--- src/rtl/sample_fifo_ctrl.sv ---
// Streaming FIFO controller in front of a separate-port SRAM sample buffer.
// Samples are written one cycle after acceptance and read back into a registered output stage.
module sample_fifo_ctrl #(
    parameter int DATA_WIDTH = 16,
    parameter int ADDR_WIDTH = 15
) (
    input  logic                  clk,
    input  logic                  rst_n,
    input  logic                  flush,
    input  logic [DATA_WIDTH-1:0] in_data,
    input  logic                  in_valid,
    output logic                  in_ready,
    output logic [DATA_WIDTH-1:0] out_data,
    output logic                  out_valid,
    input  logic                  out_ready,
    output logic [ADDR_WIDTH+1:0] level,
    output logic                  overflow,
    output logic [ADDR_WIDTH-1:0] sram_write_addr,
    output logic [DATA_WIDTH-1:0] sram_write_data,
    output logic                  sram_write_en,
    output logic [ADDR_WIDTH-1:0] sram_read_addr,
    input  logic [DATA_WIDTH-1:0] sram_read_data
);

    localparam int PW = ADDR_WIDTH + 1;
    localparam int LW = ADDR_WIDTH + 2;
    localparam logic [PW-1:0] DEPTH = {1'b1, {ADDR_WIDTH{1'b0}}};

    logic [PW-1:0]         wptr_q, wptr_d;
    logic [PW-1:0]         cptr_q, cptr_d;
    logic [PW-1:0]         rptr_q, rptr_d;
    logic [DATA_WIDTH-1:0] out_data_q, out_data_d;
    logic                  out_valid_q, out_valid_d;
    logic                  overflow_q, overflow_d;
    logic [LW-1:0]         level_q, level_d;
    logic                  we_q, we_d;
    logic [ADDR_WIDTH-1:0] waddr_q, waddr_d;
    logic [DATA_WIDTH-1:0] wdata_q, wdata_d;

    logic [PW-1:0] scnt;
    logic [PW-1:0] scnt_d;
    logic          accept;
    logic          readable;
    logic          fetch;

    // in_ready looks only at registered occupancy, so a pop never frees a slot in the same cycle.
    always_comb begin
        scnt     = wptr_q - rptr_q;
        in_ready = (scnt != DEPTH) && !flush;
        accept   = in_valid && in_ready;
        readable = (cptr_q != rptr_q);
        fetch    = readable && (!out_valid_q || out_ready);
    end

    always_comb begin
        wptr_d      = wptr_q;
        cptr_d      = cptr_q;
        rptr_d      = rptr_q;
        out_data_d  = out_data_q;
        out_valid_d = out_valid_q;
        overflow_d  = overflow_q;
        we_d        = 1'b0;
        waddr_d     = waddr_q;
        wdata_d     = wdata_q;

        if (flush) begin
            wptr_d      = '0;
            cptr_d      = '0;
            rptr_d      = '0;
            out_valid_d = 1'b0;
            overflow_d  = 1'b0;
        end else begin
            // Commit pointer trails wptr so a read never races the SRAM write.
            cptr_d = wptr_q;
            if (accept) begin
                we_d    = 1'b1;
                waddr_d = wptr_q[ADDR_WIDTH-1:0];
                wdata_d = in_data;
                wptr_d  = wptr_q + 1'b1;
            end
            if (in_valid && !in_ready) begin
                overflow_d = 1'b1;
            end
            if (fetch) begin
                out_data_d  = sram_read_data;
                out_valid_d = 1'b1;
                rptr_d      = rptr_q + 1'b1;
            end else if (out_valid_q && out_ready) begin
                out_valid_d = 1'b0;
            end
        end

        scnt_d  = wptr_d - rptr_d;
        level_d = {1'b0, scnt_d} + {{(LW-1){1'b0}}, out_valid_d};
    end

    always_ff @(posedge clk or negedge rst_n) begin
        if (!rst_n) begin
            wptr_q      <= '0;
            cptr_q      <= '0;
            rptr_q      <= '0;
            out_data_q  <= '0;
            out_valid_q <= 1'b0;
            overflow_q  <= 1'b0;
            level_q     <= '0;
            we_q        <= 1'b0;
            waddr_q     <= '0;
            wdata_q     <= '0;
        end else begin
            wptr_q      <= wptr_d;
            cptr_q      <= cptr_d;
            rptr_q      <= rptr_d;
            out_data_q  <= out_data_d;
            out_valid_q <= out_valid_d;
            overflow_q  <= overflow_d;
            level_q     <= level_d;
            we_q        <= we_d;
            waddr_q     <= waddr_d;
            wdata_q     <= wdata_d;
        end
    end

    assign out_data        = out_data_q;
    assign out_valid       = out_valid_q;
    assign overflow        = overflow_q;
    assign level           = level_q;
    assign sram_write_en   = we_q;
    assign sram_write_addr = waddr_q;
    assign sram_write_data = wdata_q;
    assign sram_read_addr  = rptr_q[ADDR_WIDTH-1:0];

endmodule

--- config.mk ---
export PLATFORM = sky130hd
export DESIGN_NAME = sample_fifo_ctrl
export DESIGN_NICKNAME = d
export VERILOG_FILES = /design/src/rtl/sample_fifo_ctrl.sv
export SDC_FILE = /design/constraint.sdc
export NUM_CORES = 1
export LEC_CHECK = 0
export CORE_AREA = 2 2 141 143
export CTS_BUF_LIST = sky130_fd_sc_hd__clkbuf_4
export CTS_CLUSTER_SIZE = 10
export DETAILED_ROUTE_END_ITERATION = 8
export DIE_AREA = 0 0 143 145
export PLACE_DENSITY_LB_ADDON = 0.05
export SYNTH_ARGS = -nofsm -noshare
export SYNTH_HDL_FRONTEND = slang
export SYNTH_SLANG_ARGS = --single-unit
--- constraint.sdc ---
create_clock -name clk -period 9 [get_ports clk]
set_input_delay 1.35 -clock clk [delete_from_list [all_inputs] [get_ports clk]]
set_output_delay 1.35 -clock clk [all_outputs]
set_load 0.05 [all_outputs]
==> results of run 1 <==
[report_power, final]
group / leakage (nW) / switching, mW / total [mW] / internal, mW
Clock: 0.157 / 0.208 / 0.398 / 0.190
Sequential: 1.51 / 0.0502 / 0.659 / 0.609
Combinational: 1.96 / 0.623 / 1.01 / 0.383
[sequential cells by signal, indices dropped and copies added, names as in the netlist]
register	flops
sram_write_addr	15
rptr_q	16
sram_write_en	1
level	17
out_valid	1
out_data	16
wptr_q	16
overflow	1
sram_write_data	16
cptr_q	16
[logic make-up after synthesis]
kind of cell | synth area share
xor+xnor | 0.09674
mux | 0.08463
compound gates | 0.09656
fa+ha+maj | 0.06740
simple gates | 0.1657
buf+inv | 0.05358
flops | 0.4354
[worst max-delay path: cells and delay by family (launching register included)]
family / cells / cell delay, ns
AND/OR/NAND/NOR: 7 / 2.22
adder cells (fa/ha/maj): 2 / 0.80
buffers and inverters: 1 / 0.08
XOR/XNOR: 2 / 0.37
AO/OA/AOI/OAI: 8 / 2.20
multiplexers: 1 / 0.38
flip-flops: 1 / 0.51
[area by class of cell]
cell class / count / area, um2
tap: 265 / 331.6
clock inverter: 14 / 165.2
fill: 1841 / 10950
sequential: 115 / 2878
timing repair buffer: 123 / 1219
antenna: 1 / 2.502
inverter: 42 / 157.7
multi-input combinational: 448 / 3379
clock buffer: 17 / 127.6
[per-layer routing]
| metal | GRT usage | routed length, um | vias to the layer above |
|---|---|---|---|
| li1 | - | - | 2418 |
| met1 | 0.2536 | 8474 | 2457 |
| met2 | 0.2732 | 8238 | 113 |
| met3 | 0.03498 | 665 | 25 |
| met4 | 0.05990 | 404 | 0 |
| met5 | 0 | 0 | - |
[per-stage QoR]
stage | utilization | hold slack, ns | worst slack (ns)
after CTS | 0.4299 | 0.4990 | 2.333
after global placement | 0.4147 | 0.4655 | 2.372
after floorplan | - | 0.5156 | 2.876
final | 0.4301 | 0.4911 | 2.356
after detailed placement | 0.4147 | 0.4714 | 2.356
after global routing | 0.4301 | 0.5349 | 1.849
[cells in the final DEF (no fill, tap or decap), types with 7 or more instances in the layout]
master             n
clkbuf_4          17
clkdlybuf4s50_1  118
xor2_1            26
mux2_2            47
nand2_1           32
xnor2_1           47
nor2b_1           22
or2_2             17
nand3_1           15
a21oi_1           23
nand4_1           10
or3_1             10
inv_1             42
and3_1             7
ha_1              34
nor2_1            39
dfrtp_1          115
o21ai_0           21
nor3_1            11
[path summary, 6_finish.rpt]
kind | from | endpoint | slack, ns | cells after the start
max | rptr_q[1] | level[14] | 2.36 | 21
min | sram_write_addr[0] | sram_write_addr[0] | 0.49 | 2
max reg2reg | rptr_q[1] | level[14] | 2.36 | 21
min reg2reg | sram_write_addr[0] | sram_write_addr[0] | 0.49 | 2
max in group asynchronous | rst_n | rptr_q[10] | 6.85 | 2
min in group asynchronous | rst_n | level[4] | 0.80 | 1
==> summary by stage, run 1 <==
Floorplanning
The top-level port count is 120. The core region is between 0.015 and 0.02 mm2. From bottom edge to top edge, the die measures around 150 um.

The die width is roughly 140 um. The effective utilization at floorplan is 0.3441. The placement row count is a little over 50. The die footprint is between 0.02 and 0.025 mm2.

Cells and area
The final layout contains 819 nets. With fillers left out, the area of the finished cells amounts to 0.008260 mm2. The post-route non-filler standard cell count is roughly 1000. Of the cells placed in the final design, the portion with a size suffix greater than 1 is 0.1476.

The area overhead of the layout relative to synthesis is 24.99%.

Clock network
The hold-fix buffer count after cts is 0. The clock net sink count is 115. In this run, post-CTS repair resized a total of 0 instances. The clock passes through at most 2 buffers. After clock tree synthesis, the setup repair step added 0 buffers. TritonCTS built the clock tree. Clock tree synthesis selected as its root buffer the cell clkbuf_4.

The number of CTS-inserted buffers is 17. The clock-pin slew on the worst setup and hold paths is 0.11 ns. The worst-skew pair later-pin latency is 0.54 ns. In this run the number of H-tree levels came out at 4.

Drt
The DRC violation count after routing is 0. The wire length per cell after detailed routing is about 17 um. The total routed wirelength is between 15000 and 20000 um.

Using the TritonRoute via totals, the vias-per-cell ratio works out to 4.891. The number of search-and-repair iterations in the first detailed-routing pass is 4. Once detail routing completed, the nets flagged for antenna violations numbered 0. For this block, the initial DRC count from the detailed router was roughly 230. The number of vias after detailed routing is about 5000.

Synth
The top cell type's share of synthesized area is 0.4354. For this run, asynchronously set or reset flops after synthesis account for 1.000. The total nets after synthesis is 710. The area of the mapped netlist is approximately 0.0066 mm2. Sorting the synthesized cells by area gives the leading types as dfrtp_1, mux2_2, ha_1. The most used flip-flop cell after synthesis is dfrtp_1. The library cell with the highest instance count after synthesis is dfrtp_1. The number of flops mapped to enable cells by yosys is 0.

Synthesis produced a netlist whose cell count is ~640. The warning count from the yosys run is 0. Summed over all instances, the cell type with the most area after synthesis is dfrtp_1. The commonest cells after synthesis are dfrtp_1, mux2_2, xnor2_1. The number of different library cells used by synthesis comes to 63.

Each instance of the synthesized netlist takes up on average 10.36 um2. The synthesized flop and latch total is about 120. For this run, the register share of the synthesized area comes to 0.4354.

STA
Subtracting the final worst setup slack from the clock period gives approximately 6.6 ns. Derived from the worst setup path, the maximum achievable clock frequency is 0.1505 GHz. The count of final setup violators is 0. The remaining max-slew budget at the tightest pin is 0.3917.

The number of endpoints with negative hold slack in the final report came to 0. Setup repair after global routing left no endpoint under its margin. The post-route fraction of the period consumed by the critical path is 0.7382. The post-route setup TNS is 0 ns. The clock arrives with 0.02933 ns of skew.

The max-slew violation count came to 0. For the pin with the worst max-slew slack, the measured transition is 0.9124 ns.

Min path
The worst hold path belongs to the class flop to flop.

Power
For this design the static power due to leakage is between 3 and 4 nW. IR analysis of the VDD net gives a maximum drop of ~0.00019 V. The overall power consumption is between 2 and 2.5 mW.

The power density over the cells is about 250 mW/mm2.

Critical path
STA classifies the critical path endpoint as a flop. Of all nets on the critical path, the largest fanout is 6. The worst setup path is launched from a flop. The biggest cell delay along the critical path is approximately 0.58 ns. For the worst setup path, the data required time is roughly 9.4 ns. The slowest stage of the critical path is the nor4b_1 cell.

STA puts the critical path data arrival time at 7.05 ns. The most numerous cell on the critical path is a21oi_1. The critical path is of the flop to flop type. The critical path goes through inv_1 -> ha_1 -> nor2b_4 -> o31a_4 -> o311a_4 -> o311a_1 -> o21ba_2 -> nor3_1 -> a21oi_1 -> nand2b_2 -> mux2_2 -> fa_1 -> a21oi_1 -> o21bai_1 -> a211oi_1 -> nor2_1 -> xnor2_1 -> nor4b_1 -> nand3_1 -> or4_1 -> xor2_1.

Placed design
The total half-perimeter wirelength after legalization and detailed placement is ~13000 um. Counting tap cells, the placed design contains a total of approximately 1000 instances. The count of port buffers added during placement is approximately 120. Once placement finished, the instance area stood at ~0.0080 mm2. The congestion estimate from routability-driven global placement came to approximately 0.82.

Global routing
The initial antenna violation count is 1. Across every metal layer, demand over resource in global routing totals 0.1790. The total global routing overflow is 0.

Entering global routing, the biggest net connects 70 pins. The first global-routing pass estimated roughly 28000 um of wire. The via count of the first global-routing pass is 5123.

Run
Max-cap violations in this run came to 0.

Outcome
The run finished with clean final reports.
Power figures use the tool's default switching activity.
==> inputs of run 2 (changes only) <==
Clock period 9 ns to 6.1 ns, I/O delays scaled along.
==> run 2 against run 1 <==
Maximum frequency rose by 14%. Hold slack gained 0.0037 ns. Largest power group unchanged. Clock skew is 0.0057 ns lower. Final cell count grew 4.9%. Worst setup slack worse by 2.1 ns. Count of clock-buffer cells in the layout grew 1. Critical path type unchanged. Core utilization is 2.6 points higher. Non-clock buffer count grew 50. Clock power up 29%. Via count up 2.0%. Largest cell class unchanged. Sequential share of layout area fell by 1.9 points.
==> summary by stage, run 2 (synthesis results as in run 1) <==
Floorplanning
The effective utilization at floorplan is 0.3441. Measured along the x axis, the die boundary spans about 140 um. The overall die height is roughly 150 um.

The placement row count is between 50 and 60. Pin placement for this block handled 120 I/O pins. The total core area is between 0.015 and 0.02 mm2. The die covers between 0.02 and 0.025 mm2.

Cells and area
The post-route non-filler standard cell count is approximately 1100. The net count of the finished layout is slightly below 900. Of the cells placed in the final design, the portion with a size suffix greater than 1 is 0.2336. The library cell used most frequently in the layout, excluding fill and tap cells, is clkdlybuf4s50_1.

The number of flip-flops under the largest register name is 17. The library cells used most frequently in the layout, excluding fill and tap cells, are clkdlybuf4s50_1, dfrtp_1, buf_4. From synthesis to final layout, the design area changed by 32.47%.

Power
The share of total power dissipated in the clock network is 0.164. The total net switching power is about 1.3 mW. Of the total power, the share spent switching nets is 0.4302. Of the total power, registers draw 0.307.

The leakage component of the power is just under 4 nW. Power spread over the standard cell area amounts to about 360 mW/mm2. Of the total power, combinational logic draws 0.528. The worst-case IR drop observed on VDD is ~0.00019 V.

The cell-internal power is about 1.8 mW.

Placed design
The total half-perimeter wirelength after legalization and detailed placement is ~14000 um. The number of cells after detailed placement is approximately 1000. The count of port buffers added during placement is between 100 and 150. At the end of routability-driven placement, the weighted congestion stood at between 0.8 and 0.9.

Global routing
Entering global routing, the biggest net connects 70 pins. The via count of the first global-routing pass was around 5200. The overall fraction of global-route tracks in use is 0.1825. The busiest layer in global routing is met2. The initial antenna violation count is 1. The first global-routing pass estimated about 29000 um of wire. The met2 routing resource usage after global routing is 0.2766.

The fraction of met3 tracks used by global routing is 0.02970. After global routing the overflow that remains totals 0. In the global route stage, met1 resource usage came out at 0.2641.

Critical path
The nature of the critical path endpoint is a flop. The critical path start-end classification is flop to flop. In this run the worst path has a maximum fanout of 6. The startpoint type of the worst setup path is a flop. The register-to-register path setup slack is 0.25 ns.

The worst endpoint required time is roughly 6.5 ns. For the worst setup path, the data arrival time is ~6.3 ns.

Drt
The initial detailed-routing violation count is 274. The number of search-and-repair iterations in the first detailed-routing pass is 5. The number of vias after detailed routing is approximately 5000.

In the routed design, unresolved DRC markers number 0. For this block, the routed nets add up to approximately 19000 um of wire. The post-detailed-route via-to-cell ratio is 4.756. The remaining antenna violation count after routing is 0.

After detailed routing, the average wire length per cell comes to around 17 um.

Clock network
The clock net sink count is between 100 and 150. TritonCTS built the clock tree. TritonCTS created 17 clock buffers. The level count of the clock H-tree is 4.

The worst-skew pair later-pin latency is 0.52 ns. The clock-pin slew on the worst setup and hold paths is around 0.11 ns. The library cell used as clock root buffer is clkbuf_4.

The maximum clock path buffer count is 2.

STA
The clock arrives with roughly 0.024 ns of skew. Hold is met by between 0.4 and 0.5 ns. The count of final setup violators is 0. The number of endpoints with negative hold slack in the final report was 0. The max-slew violation count is 0. The worst pin sits at a relative slew slack of 0.3937.

The time the final worst path needs with I/O delays and setup is 5.847 ns. The timing-limited maximum frequency is between 0.15 and 0.2 GHz. The slew at the pin with the worst max-slew slack is 0.9095 ns. The post-route fraction of the period consumed by the critical path is 0.9586.

Outcome
The run finished with clean final reports.

Run
Across the run, the number of max-cap violations was 0.

Min path
The worst hold-check path type is flop to flop.
## run 2: path summary, 6_finish.rpt
path	start	endpoint	depth (start not counted)
setup / recovery	wptr_q[1]	level[14]	24
hold / removal	sram_write_addr[10]	sram_write_addr[10]	2
setup reg to reg	wptr_q[1]	level[14]	24
hold reg to reg	sram_write_addr[10]	sram_write_addr[10]	2
max in group asynchronous	rst_n	level[6]	2
min in group asynchronous	rst_n	level[2]	1
## run 2: critical path: stages (launching register included)
cell	delay, ns
dfrtp_1	0.44
ha_1	0.31
nor2b_4	0.15
o31a_4	0.31
o311a_4	0.35
o311a_1	0.33
o21ba_2	0.23
nor3_1	0.28
buf_4	0.18
a21oi_2	0.06
buf_4	0.17
xnor2_1	0.12
or2_2	0.29
ha_1	0.22
inv_1	0.07
fa_1	0.19
a21oi_1	0.07
o21bai_1	0.24
xor2_1	0.22
nand2_1	0.06
or2_2	0.33
nor4b_4	0.29
nand3_1	0.14
or4_4	0.55
xor2_1	0.15
## run 2: what timing repair did
action,4_1_cts,5_1_grt
hold buffers,0,0
setup endpoints to repair,3,7
gates resized for setup,3,30
buffers inserted,0,6
pin swaps,0,5
## run 2: final cells by class
cell class,count,area [um2]
timing repair buffer,173,1594
tap,265,331.6
multi-input combinational,448,3538
clock buffer,18,135.1
inverter,42,157.7
sequential,115,2883
clock inverter,13,112.6
antenna,1,2.502
fill,1876,10450
## run 2: power groups by stage
stage,clock network [mW],registers [mW],logic [mW]
6_report,0.512,0.957,1.64
5_1_grt,0.571,0.974,1.74
4_1_cts,0.536,0.961,1.64
3_5_place_dp,0,0.972,1.62
3_3_place_gp,0,0.971,1.63
2_1_floorplan,0,1.41,0.616
## run 2: through the flow
stage           TNS, ns  area (um2)    util  power (mW)  setup WS, ns
2_1_floorplan         0        6615       -       2.029        0.1074
3_3_place_gp   -0.04067        8302  0.4322       2.597      -0.04067
3_5_place_dp   -0.04962        8302  0.4322       2.596      -0.04962
4_1_cts               0        8558  0.4456       3.136       0.01473
5_1_grt        -0.03719        8755  0.4558       3.289      -0.02355
6_report              0        8755  0.4558       3.112        0.2525
## run 2: layer usage
metal  part of all wire  vias to the layer above
met5                  0                        -
met4              0.015                        0
met3              0.040                       12
met2               0.47                      103
met1               0.48                     2482
li1                   -                     2516
==> inputs of run 3 (changes only) <==
Settings changed: CAP_MARGIN set to 20, GPL_TIMING_DRIVEN set to 0.
==> run 3 against run 2 <==
Count of clock-buffer cells in the layout fell by 1. Via count rose by 2.3%. Wire length rose by 0.94%. Register-to-register slack got worse by 0.12 ns. Design area rose by 3.6%. Highest routed layer unchanged.
==> summary by stage, run 3 (synthesis results as in run 1) <==
Power
The clock group share of total power is 0.197. The total net switching power is around 1.4 mW. Internal power comes to roughly 1.9 mW. The leakage component of the power is 3.969 nW.

The net switching share of the total power is 0.4196. The peak supply drop is ~0.00021 V. For this design the ratio of total power to cell area is between 300 and 400 mW/mm2. The fraction of power consumed by combinational cells is 0.512. The part of the total power dissipated in sequential elements is 0.290.

Global routing
The first global-routing pass estimated between 20000 and 30000 um of wire. Entering global routing, the biggest net connects 85 pins. The overall fraction of global-route tracks in use is 0.1853. For this run the aggregate overflow at the end of global routing stands at 0. The via count of the first global-routing pass is 5414.

The initial antenna violation count is 1.

Drt
The final layout contains routed wiring with a total length of about 19000 um. The final route contains ~5200 vias. The initial detailed-routing violation count is approximately 260. The wire length per cell after detailed routing is approximately 17 um. The post-detailed-route via-to-cell ratio is about 4.8. The DRC violation count after routing is 0.

The number of search-and-repair iterations in the first detailed-routing pass is 4. The remaining antenna violation count after routing is 0.

STA
The count of final setup violators is 0. Headroom to the max-slew limit came out at 0.5056. The max-slew violation count is 0.

Across all setup checks in the final design, the least slack found is 0.1364 ns. The time the final worst path needs with I/O delays and setup is approximately 6.0 ns. The post-route setup TNS is 0 ns. The number of endpoints with negative hold slack in the final report was 0.

The timing-limited maximum frequency is approximately 0.17 GHz. The post-route fraction of the period consumed by the critical path is 0.9776. The slew at the pin with the worst max-slew slack is 0.7415 ns. The setup clock skew after layout is about 0.019 ns.

Floorplanning
The die footprint is about 0.021 mm2. The overall die height is around 150 um. The total area inside the core boundary comes to roughly 0.019 mm2. The die width is 143 um. The initial utilization of the core area, before any placement, comes to 0.3441. The placement row count is a little over 50.

In this run the count of I/O pins placed on the die edge is 120.

Critical path
STA classifies the critical path startpoint as a flop. The end of the critical path is level[14]. The worst reg2reg path startpoint is wptr_q[2]. The worst endpoint required time is approximately 6.5 ns. The worst register-to-register path has a setup slack of approximately 0.14 ns. The slowest stage of the critical path belongs to the cell or4_4.

Measured in cells, the most critical reg-to-reg path has a length of 25. The arrival time at the worst endpoint is between 6 and 7 ns. The startpoint of the most critical setup path is wptr_q[2]. Of all nets on the critical path, the largest fanout is 10. STA classifies the critical path endpoint as a flop. The critical path in this run is classified as flop to flop. In this run the critical register-to-register path is captured at level[14].

The biggest cell delay along the critical path is roughly 0.54 ns.

Cells and area
The share of the core filled with cells in the final layout is 0.4722. The commonest non-fill, non-tap cell in the layout is clkdlybuf4s50_1. Leaving out fill and tap cells, the most frequent cells in the layout are clkdlybuf4s50_1, dfrtp_1, mux2_2.

The area overhead of the layout relative to synthesis is 37.24%. The number of flip-flops under the largest register name is 17. At the end of the flow, the number of nets in the layout was between 800 and 900.

Counting the fill cells in the layout gives 1817. Of the cells placed in the final design, the portion with a size suffix greater than 1 is 0.2812.

Clock network
Clock tree synthesis selected as its root buffer the cell clkbuf_4. TritonCTS built the clock tree. The number of CTS-inserted buffers is 17.

Counting every sink on the clock net gives 115. The clock-pin slew on the worst setup and hold paths is 0.11 ns. At the later pin of the worst-skew pair, clock insertion delay measures 0.53 ns. The level count of the clock H-tree is 4. After clock tree synthesis, the flow added hold-fix buffers numbering 0. The maximum clock path buffer count is 2.

Run
Across the run, the number of max-cap violations was 0.

Placed design
The count of port buffers added during placement is roughly 120. Routability-driven placement finished with a final weighted congestion of approximately 0.86. The post-place setup slack is -1.118 ns.

The total half-perimeter wirelength after legalization and detailed placement is about 14000 um.

Outcome
The flow ran to the end, and the final reports show no timing, DRC or antenna violations.

Min path
The worst hold path belongs to the class primary input to asynchronous set/reset pin.
## run 3: how the worst min path moves through the flow
stage	slack, ns	end	cells past startpoint
2_1_floorplan	0.52	cptr_q[10]	2
3_3_place_gp	0.48	sram_write_addr[10]	2
3_5_place_dp	0.48	overflow	2
4_1_cts	0.22	sram_write_data[4]	1
5_1_grt	0.21	sram_write_data[4]	1
6_report	0.25	level[3]	1
## run 3: per-stage QoR
| stage | cell area (um2) | total power [mW] | std cells | hold WS [ns] |
|---|---|---|---|---|
| 6_report | 9070 | 3.316 | 1084 | 0.2463 |
| 5_1_grt | 9070 | 3.490 | 1084 | 0.2090 |
| 4_1_cts | 8785 | 3.229 | 1070 | 0.2167 |
| 3_5_place_dp | 8157 | 2.489 | 1022 | 0.4844 |
| 3_3_place_gp | 8128 | 2.485 | 1021 | 0.4757 |
| 2_1_floorplan | 6615 | 2.029 | 638 | 0.5156 |
## run 3: power groups by stage
stage / Combinational, mW / Sequential [mW] / Clock, mW
floorplan: 0.616 / 1.41 / 0
global placement: 1.50 / 0.980 / 0
detailed placement: 1.51 / 0.979 / 0
CTS: 1.59 / 0.964 / 0.671
global route: 1.81 / 0.980 / 0.703
finish: 1.70 / 0.963 / 0.655
## run 3: final cells by class
cell class,instances,area (um2),area share
Clock inverter,15,206.4,0.02276
Sequential cell,115,2898,0.3195
Timing Repair Buffer,149,1435,0.1582
Multi-Input combinational cell,448,3699,0.4078
Inverter,42,157.7,0.01738
Clock buffer,17,127.6,0.01407
Buffer,32,212.7,0.02345
Antenna cell,1,2.502,0.0002759
Tap cell,265,331.6,0.03656
## run 3: worst max-delay path: cells and delay by family, from the launching register on
kind | cells | cell delay [ns]
compound gates | 11 | 1.94
xor+xnor | 2 | 0.32
fa+ha+maj | 2 | 0.65
buf+inv | 3 | 0.42
flops | 1 | 0.50
mux | 1 | 0.33
simple gates | 6 | 1.68
## run 3: timing repair
action                     in CTS  in global routing
pin swaps                       9                 19
setup buffers                  17                 13
gates resized for setup        47                 46
setup endpoints to repair      11                  6
## run 3: layer usage
metal / vias up / global-route usage / wire length, um / part of all wire
li1: 2541 / - / - / -
met1: 2583 / 0.2519 / 8849 / 0.47
met2: 88 / 0.2957 / 9075 / 0.48
met3: 18 / 0.03762 / 517 / 0.028
met4: 0 / 0.05842 / 322 / 0.017
met5: - / 0 / 0 / 0
